## config.mk

```make
export PLATFORM = sky130hd
export DESIGN_NAME = pipe_stage_buffer
export DESIGN_NICKNAME = d
export VERILOG_FILES = /design/src/rtl/pipe_stage_buffer.sv
export SDC_FILE = /design/constraint.sdc
export NUM_CORES = 1
export LEC_CHECK = 0
export ABC_AREA = 1
export BUFFER_PORTS_ARGS = -buffer_cell sky130_fd_sc_hd__buf_4
export CORE_MARGIN = 2
export CORE_UTILIZATION = 30
export DETAILED_ROUTE_END_ITERATION = 16
export HOLD_SLACK_MARGIN = 0.1
export SETUP_SLACK_MARGIN = 0.1
export SLEW_MARGIN = 0
export SYNTH_ARGS = -nofsm -noshare
export SYNTH_HDL_FRONTEND = slang
export SYNTH_SLANG_ARGS = --single-unit
```

## constraint.sdc

```tcl
create_clock -name clk -period 6.5 [get_ports clk]
set_clock_uncertainty 0.15 [all_clocks]
set_input_delay 1.3 -clock clk [delete_from_list [all_inputs] [get_ports clk]]
set_output_delay 1.3 -clock clk [all_outputs]
set_load 0.05 [all_outputs]
```

## src/rtl/pipe_stage_buffer.sv

```systemverilog
// rtl/pipe_stage_buffer.sv - multi-slice inter-stage pipeline register with flush, stall and event counters
module pipe_stage_buffer #(
    parameter int                DATA_W      = 64,
    parameter int                DEPTH       = 1,
    parameter logic [DATA_W-1:0] BUBBLE_DATA = '0,
    parameter int                CNT_W       = 16
) (
    input  logic              clk,
    input  logic              rst_b,
    input  logic [DATA_W-1:0] in_data,
    input  logic              in_valid,
    input  logic              in_halted,
    input  logic              lock,
    input  logic              flush,
    output logic [DATA_W-1:0] out_data,
    output logic              out_valid,
    output logic              out_halted,
    output logic [CNT_W-1:0]  stall_cnt,
    output logic [CNT_W-1:0]  flush_cnt
);

    generate
        if (DEPTH < 1 || DEPTH > 4) begin : g_bad_depth
            $error("pipe_stage_buffer: DEPTH must be in 1..4");
        end
    endgenerate

    localparam logic [CNT_W-1:0] CNT_MAX = {CNT_W{1'b1}};

    logic [DATA_W-1:0] data_q [DEPTH];
    logic [DEPTH-1:0]  valid_q;
    logic [DEPTH-1:0]  halted_q;

    // Flush overrides lock so a mispredict squash is never held off by a stall.
    always_ff @(posedge clk) begin
        if (rst_b) begin
            for (int k = 0; k < DEPTH; k++) data_q[k] <= '0;
            valid_q   <= '0;
            halted_q  <= '0;
            stall_cnt <= '0;
            flush_cnt <= '0;
        end else if (flush) begin
            for (int k = 0; k < DEPTH; k++) data_q[k] <= BUBBLE_DATA;
            valid_q  <= '0;
            halted_q <= '0;
            if (flush_cnt != CNT_MAX) flush_cnt <= flush_cnt + CNT_W'(1);
        end else if (lock) begin
            if (stall_cnt != CNT_MAX) stall_cnt <= stall_cnt + CNT_W'(1);
        end else begin
            data_q[0]   <= in_data;
            valid_q[0]  <= in_valid;
            halted_q[0] <= in_halted;
            for (int k = 1; k < DEPTH; k++) begin
                data_q[k]   <= data_q[k-1];
                valid_q[k]  <= valid_q[k-1];
                halted_q[k] <= halted_q[k-1];
            end
        end
    end

    assign out_data   = data_q[DEPTH-1];
    assign out_valid  = valid_q[DEPTH-1];
    assign out_halted = halted_q[DEPTH-1];

endmodule

```

==> flow_summary.json, run 1 <==
{
  "ant_nets": 0,
  "first_iter_violations": 206,
  "whs_ps": 340,
  "syn_area_um2": 4390,
  "max_cap_viol_count": 0,
  "criticalPathCategory": "input port to flip-flop",
  "start_util_pct": 30.4,
  "dr.pass1.iters": 7,
  "diodes": 0,
  "viasPerCell": 4.33,
  "status": "complete, no violations",
  "end_kind": "flip-flop",
  "ir_drop_uv": 106,
  "post_cts_buffers": 0,
  "clockBufferDepth": 2,
  "numCtsBuffers": 9,
  "grt-ovfl-total": 0,
  "cts_root_buf": "clkbuf_16",
  "grt_max_degree": 65,
  "synthesis.nets": 579,
  "nets": 746,
  "grtUsageTotal_pct": 13.7,
  "pre_cts_ws_ps": 2980,
  "rsz0062_at_grt": "no",
  "grt_use_met2_pct": 22.0,
  "synth_cell_type_count": 25,
  "tns_ps": 0,
  "drive_gt1_share_pct": 30.6,
  "cp-start-kind": "input port",
  "max-slew-margin-rel_pct": 21.2,
  "fp.dieW_um": 125,
  "synth_area_leaders": "edfxtp_1 44%, dfxtp_1 16%, nor2_1 12%, nand2_1 7.4%, inv_1 7.3%",
  "synth.avg_cell_area_um2": 8.65,
  "stdcell_count": 863,
  "yosysWarnings": 0,
  "grt_pass1_vias": 3482,
  "p_int_uw": 1100,
  "ios": 168,
  "r2r_end": "stall_cnt[13]$_SDFFE_PP0P_",
  "portBuffers": 167,
  "ff2ff_setup_slack_ps": 4660,
  "cp.required_ps": 6510,
  "antenna_found_initial": 0,
  "fmaxAchievable_mhz": 325,
  "clock_power_share_pct": 38.4,
  "cts_tree": "built",
  "final_common_cell": "buf_4",
  "area_growth_pct": 39.3,
  "dieHeight_um": 125,
  "top_usage_layer": "met2",
  "syn_inst": 507,
  "cts.sinks": 98,
  "cp.arrival_ps": 3090,
  "finalHoldViolCount": 0,
  "setup_viol": 0,
  "min_from": "out_valid$_SDFFE_PP0N_",
  "drv_slew": 0,
  "vias": 3737,
  "p_leak_uw": 0.00301,
  "final_cell_mix": "168 x buf_4, 142 x nor2_1, 85 x nand2_1, 85 x inv_1, 64 x edfxtp_1",
  "clk_latency_ps": 350,
  "p_comb_share_pct": 14.8,
  "seqPwrFrac_pct": 46.8,
  "reg2reg_from": "stall_cnt[0]$_SDFFE_PP0P_",
  "fin_crit_sh_pct": 47.4,
  "hpwl_um": 8060,
  "power_density_nw_per_um2": 245,
  "cts_resized": 0,
  "setup_ws_ps": 3420,
  "synth_seq_area_share_pct": 59.3,
  "dieArea_um2": 15600,
  "reg2reg_depth": 10,
  "clkTransAtPathRegs_ps": 70,
  "nFillCells": 1467,
  "synth_top_area_cell": "edfxtp_1",
  "grt_pass1_wl_um": 17100,
  "sw_frac_of_total_pct": 26.5,
  "wl_per_cell_um": 12.6,
  "gp_congestion": 0.846,
  "hold_path.class": "flip-flop to flip-flop",
  "crit_path_max_fanout": 64,
  "routed_wirelength_um": 10800,
  "switchingPower_uw": 397,
  "placed_cells_incl_taps": 847,
  "ys_seq_elements": 98,
  "netlist.area_leader.share_pct": 43.8,
  "whs_endpoint": "out_valid$_SDFFE_PP0N_",
  "rows": 44,
  "crit_start": "rst_b",
  "grt_use_met3_pct": 4.58,
  "layout_min_cycle_time_ps": 3080,
  "hold_buffers": 0,
  "met1_usage_pct": 17.2,
  "core_area_um2": 14400,
  "whs_path_depth": 2,
  "htree_levels": 3,
  "tightestPinTransition_ps": 1180,
  "drc": 0
}
[synthesized netlist by cell type, drive strengths merged]
library cell and count:
nor2 151, inv 91, nand2 91, edfxtp 64
dfxtp 34, nand3 34, a21oi 20, buf 12
ha 2, nand4 2, o21ai 2, nand3b 1
nor3 1, o21bai 1, or2 1
[worst max-delay path, cell delays in order]
cell and delay, ps:
buf_4 120, inv_2 470, nand2_2 800, nor2_1 360
[sequential cells by signal, summed over array words and instances, names as in the netlist]
name	count
flush_cnt	16
out_valid	1
out_halted	1
data_q	64
stall_cnt	16
[stage by stage]
step	power, uW	util [%]	instance area (um2)
5_1_grt	1560	42.4	6110
6_report	1500	42.4	6110
3_3_place_gp	937	40.1	5790
3_5_place_dp	939	40.1	5790
2_1_floorplan	851	-	4390
4_1_cts	1520	42.4	6110
[layer usage]
layer	up-vias	wire [um]
met5	-	0
met4	0	172
met3	12	834
met2	139	4920
met1	1685	4910
li1	1901	-
[cell families after synthesis]
| logic type | Yosys count | synth area share (%) |
|---|---|---|
| buffers and inverters | 103 | 10.1 |
| AND/OR/NAND/NOR | 281 | 27.3 |
| AO/OA/AOI/OAI | 23 | 2.77 |
| adder cells (fa/ha/maj) | 2 | 0.570 |
| flip-flops | 98 | 59.3 |
[cell type report]
class | count | area [um2] | share of cell area, %
Clock buffer | 9 | 225 | 3.69
Clock inverter | 7 | 98.8 | 1.62
Sequential cell | 98 | 2600 | 42.6
Timing Repair Buffer | 168 | 1260 | 20.6
Inverter | 91 | 344 | 5.63
Tap cell | 184 | 230 | 3.77
Multi-Input combinational cell | 306 | 1350 | 22.1
[how the worst max path moves through the flow]
stage | endpoint | slack, ps | cells past startpoint
after CTS | data_q[0][63]$_SDFFCE_PN0P_ | 3350 | 4
after floorplan | data_q[0][0]$_SDFFCE_PN0P_ | 3040 | 3
final | data_q[0][63]$_SDFFCE_PN0P_ | 3420 | 4
after detailed placement | data_q[0][63]$_SDFFCE_PN0P_ | 2980 | 4
after global routing | data_q[0][63]$_SDFFCE_PN0P_ | 3200 | 4
after global placement | data_q[0][42]$_SDFFCE_PN0P_ | 3180 | 4
[power groups by stage]
stage / combinational [uW] / sequential (uW) / clock, uW
after floorplan: 36.4 / 815 / 0
after global placement: 222 / 715 / 0
after detailed placement: 223 / 716 / 0
after CTS: 224 / 702 / 593
after global routing: 233 / 705 / 621
final: 221 / 702 / 577
Power figures use the tool's default switching activity.
==> run 2, diff against run 1 <==
- clock period: 6.5 -> 2.59 ns (I/O delays scaled with it)
==> run 2 against run 1 <==
  * Critical path type is now flip-flop to flip-flop
  * Sequential power increased to 2.5 times the previous value
  * Critical endpoint is now stall_cnt[13]$_SDFFE_PP0P_
  * Power rose by 150%
  * Via count fell by 1.3%
  * Non-clock buffer count increased by 2
  * Count of clock-buffer cells in the layout did not move
  * Highest routed layer unchanged
  * First-iteration DRC count is 4.9% higher
  * Critical path depth grew 6
  * Sequential share of layout area fell by 0.15 points
  * Cell count rose by 0.23%
  * Flip-flop and latch count is the same
  * Die area is the same
==> flow_summary.json, run 2 (same netlist as run 1, synthesis figures left out) <==
{
  "max_cap_viol_count": 0,
  "criticalPathCategory": "flip-flop to flip-flop",
  "diodes": 0,
  "dieArea_um2": 15600,
  "nFillCells": 1456,
  "stdcell_count": 865,
  "whs_endpoint": "stall_cnt[12]$_SDFFE_PP0P_",
  "end_kind": "flip-flop",
  "rsz0062_at_grt": "no",
  "setup_ws_ps": 797,
  "cts_root_buf": "clkbuf_16",
  "antenna_found_initial": 0,
  "core_area_um2": 14400,
  "cts.sinks": 98,
  "largest_reg_flops": 64,
  "tightestPinTransition_ps": 795,
  "gp_congestion": 0.816,
  "rows": 44,
  "drc": 0,
  "clockBufferDepth": 2,
  "wl_per_cell_um": 12.1,
  "whs_path_depth": 2,
  "post_cts_buffers": 0,
  "routed_wirelength_um": 10500,
  "grt-ovfl-total": 0,
  "drive_gt1_share_pct": 30.7,
  "top_regs": "data_q: 64 flops, flush_cnt: 16 flops, stall_cnt: 16 flops",
  "final_core_util_pct": 42.5,
  "hold_buffers": 0,
  "ant_nets": 0,
  "reg2reg_depth": 10,
  "top_register": "data_q",
  "finalHoldViolCount": 0,
  "start_util_pct": 30.4,
  "nets": 748,
  "viasPerCell": 4.26,
  "grt_max_degree": 65,
  "pre_cts_ws_ps": 421,
  "power_density_nw_per_um2": 608,
  "status": "complete, no violations",
  "final_cell_mix": "169 x buf_4, 142 x nor2_1, 85 x nand2_1, 85 x inv_1, 64 x edfxtp_1",
  "ir_drop_uv": 357,
  "grt_pass1_vias": 3439,
  "htree_levels": 3,
  "grt_pass1_wl_um": 16500,
  "p_leak_uw": 0.00302,
  "area_growth_pct": 39.7,
  "setup_viol": 0,
  "grtUsageTotal_pct": 13.1,
  "fin_crit_sh_pct": 69.2,
  "hold_path.class": "input port to flip-flop",
  "cts_tree": "built",
  "cts_resized": 0,
  "hpwl_um": 7870,
  "portBuffers": 167,
  "first_iter_violations": 216,
  "final_common_cell": "buf_4",
  "ff2ff_setup_slack_ps": 800,
  "fmaxAchievable_mhz": 558,
  "reg2reg_from": "stall_cnt[0]$_SDFFE_PP0P_",
  "fp.dieW_um": 125,
  "cp.required_ps": 2680,
  "vias": 3689,
  "r2r_end": "stall_cnt[13]$_SDFFE_PP0P_",
  "numCtsBuffers": 9,
  "dieHeight_um": 125,
  "tns_ps": 0,
  "ios": 168,
  "placed_cells_incl_taps": 849,
  "layout_min_cycle_time_ps": 1790,
  "crit_path_max_fanout": 11,
  "drv_slew": 0,
  "max-slew-margin-rel_pct": 47.0,
  "dr.pass1.iters": 4,
  "cp-start-kind": "flip-flop",
  "clkTransAtPathRegs_ps": 70,
  "clk_latency_ps": 340,
  "cp.arrival_ps": 1880,
  "min_from": "rst_b"
}
-- run 2: critical path: stages (launching register included) --
cell and delay (ps):
dfxtp_1 390, ha_1 180, nand2_1 100, nor2_4 160, nand2_2 100, inv_2 50, nand2_1 220, nand2_1 190
nand2_1 60, nand2_1 50, nor2_1 40
-- run 2: final cells by class --
class                           count  area, um2  share of cell area (%)
Clock buffer                        9        225                    3.67
Timing Repair Buffer              170       1290                    21.0
Tap cell                          184        230                    3.75
Clock inverter                      7       92.6                    1.51
Sequential cell                    98       2600                    42.4
Inverter                           91        344                    5.61
Multi-Input combinational cell    306       1350                    22.0
-- run 2: worst max-delay path by stage --
stage                                         start                     endpoint  slack (ps)  depth (start not counted)
after floorplan                               rst_b   data_q[0][0]$_SDFFCE_PN0P_         550                          3
after global placement                        flush   data_q[0][6]$_SDFFCE_PN0P_         470                          6
after detailed placement                      flush  data_q[0][39]$_SDFFCE_PN0P_         420                          6
after CTS                 stall_cnt[0]$_SDFFE_PP0P_   stall_cnt[13]$_SDFFE_PP0P_         790                         10
after global routing      stall_cnt[0]$_SDFFE_PP0P_   stall_cnt[13]$_SDFFE_PP0P_         610                         10
final                     stall_cnt[0]$_SDFFE_PP0P_   stall_cnt[13]$_SDFFE_PP0P_         800                         10
-- run 2: per-layer routing --
layer,vias up,GRT usage [%],wire [um]
li1,1904,-,-
met1,1643,16.7,4850
met2,131,20.9,4670
met3,11,3.85,796
met4,0,5.69,172
met5,-,0,0
-- run 2: report_power, final --
group | internal, uW | switching [uW] | leakage (uW)
combinational | 183 | 372 | 0.00185
sequential | 1730 | 27.9 | 0.00101
clock | 844 | 571 | 0.000151
total | 2760 | 971 | 0.00302
-- run 2: stage by stage --
step,power [uW],hold slack [ps],cell area (um2)
after floorplan,2140,440,4390
after global placement,2350,337,5810
after detailed placement,2360,320,5810
after CTS,3790,169,6130
after global routing,3880,178,6130
final,3730,185,6130
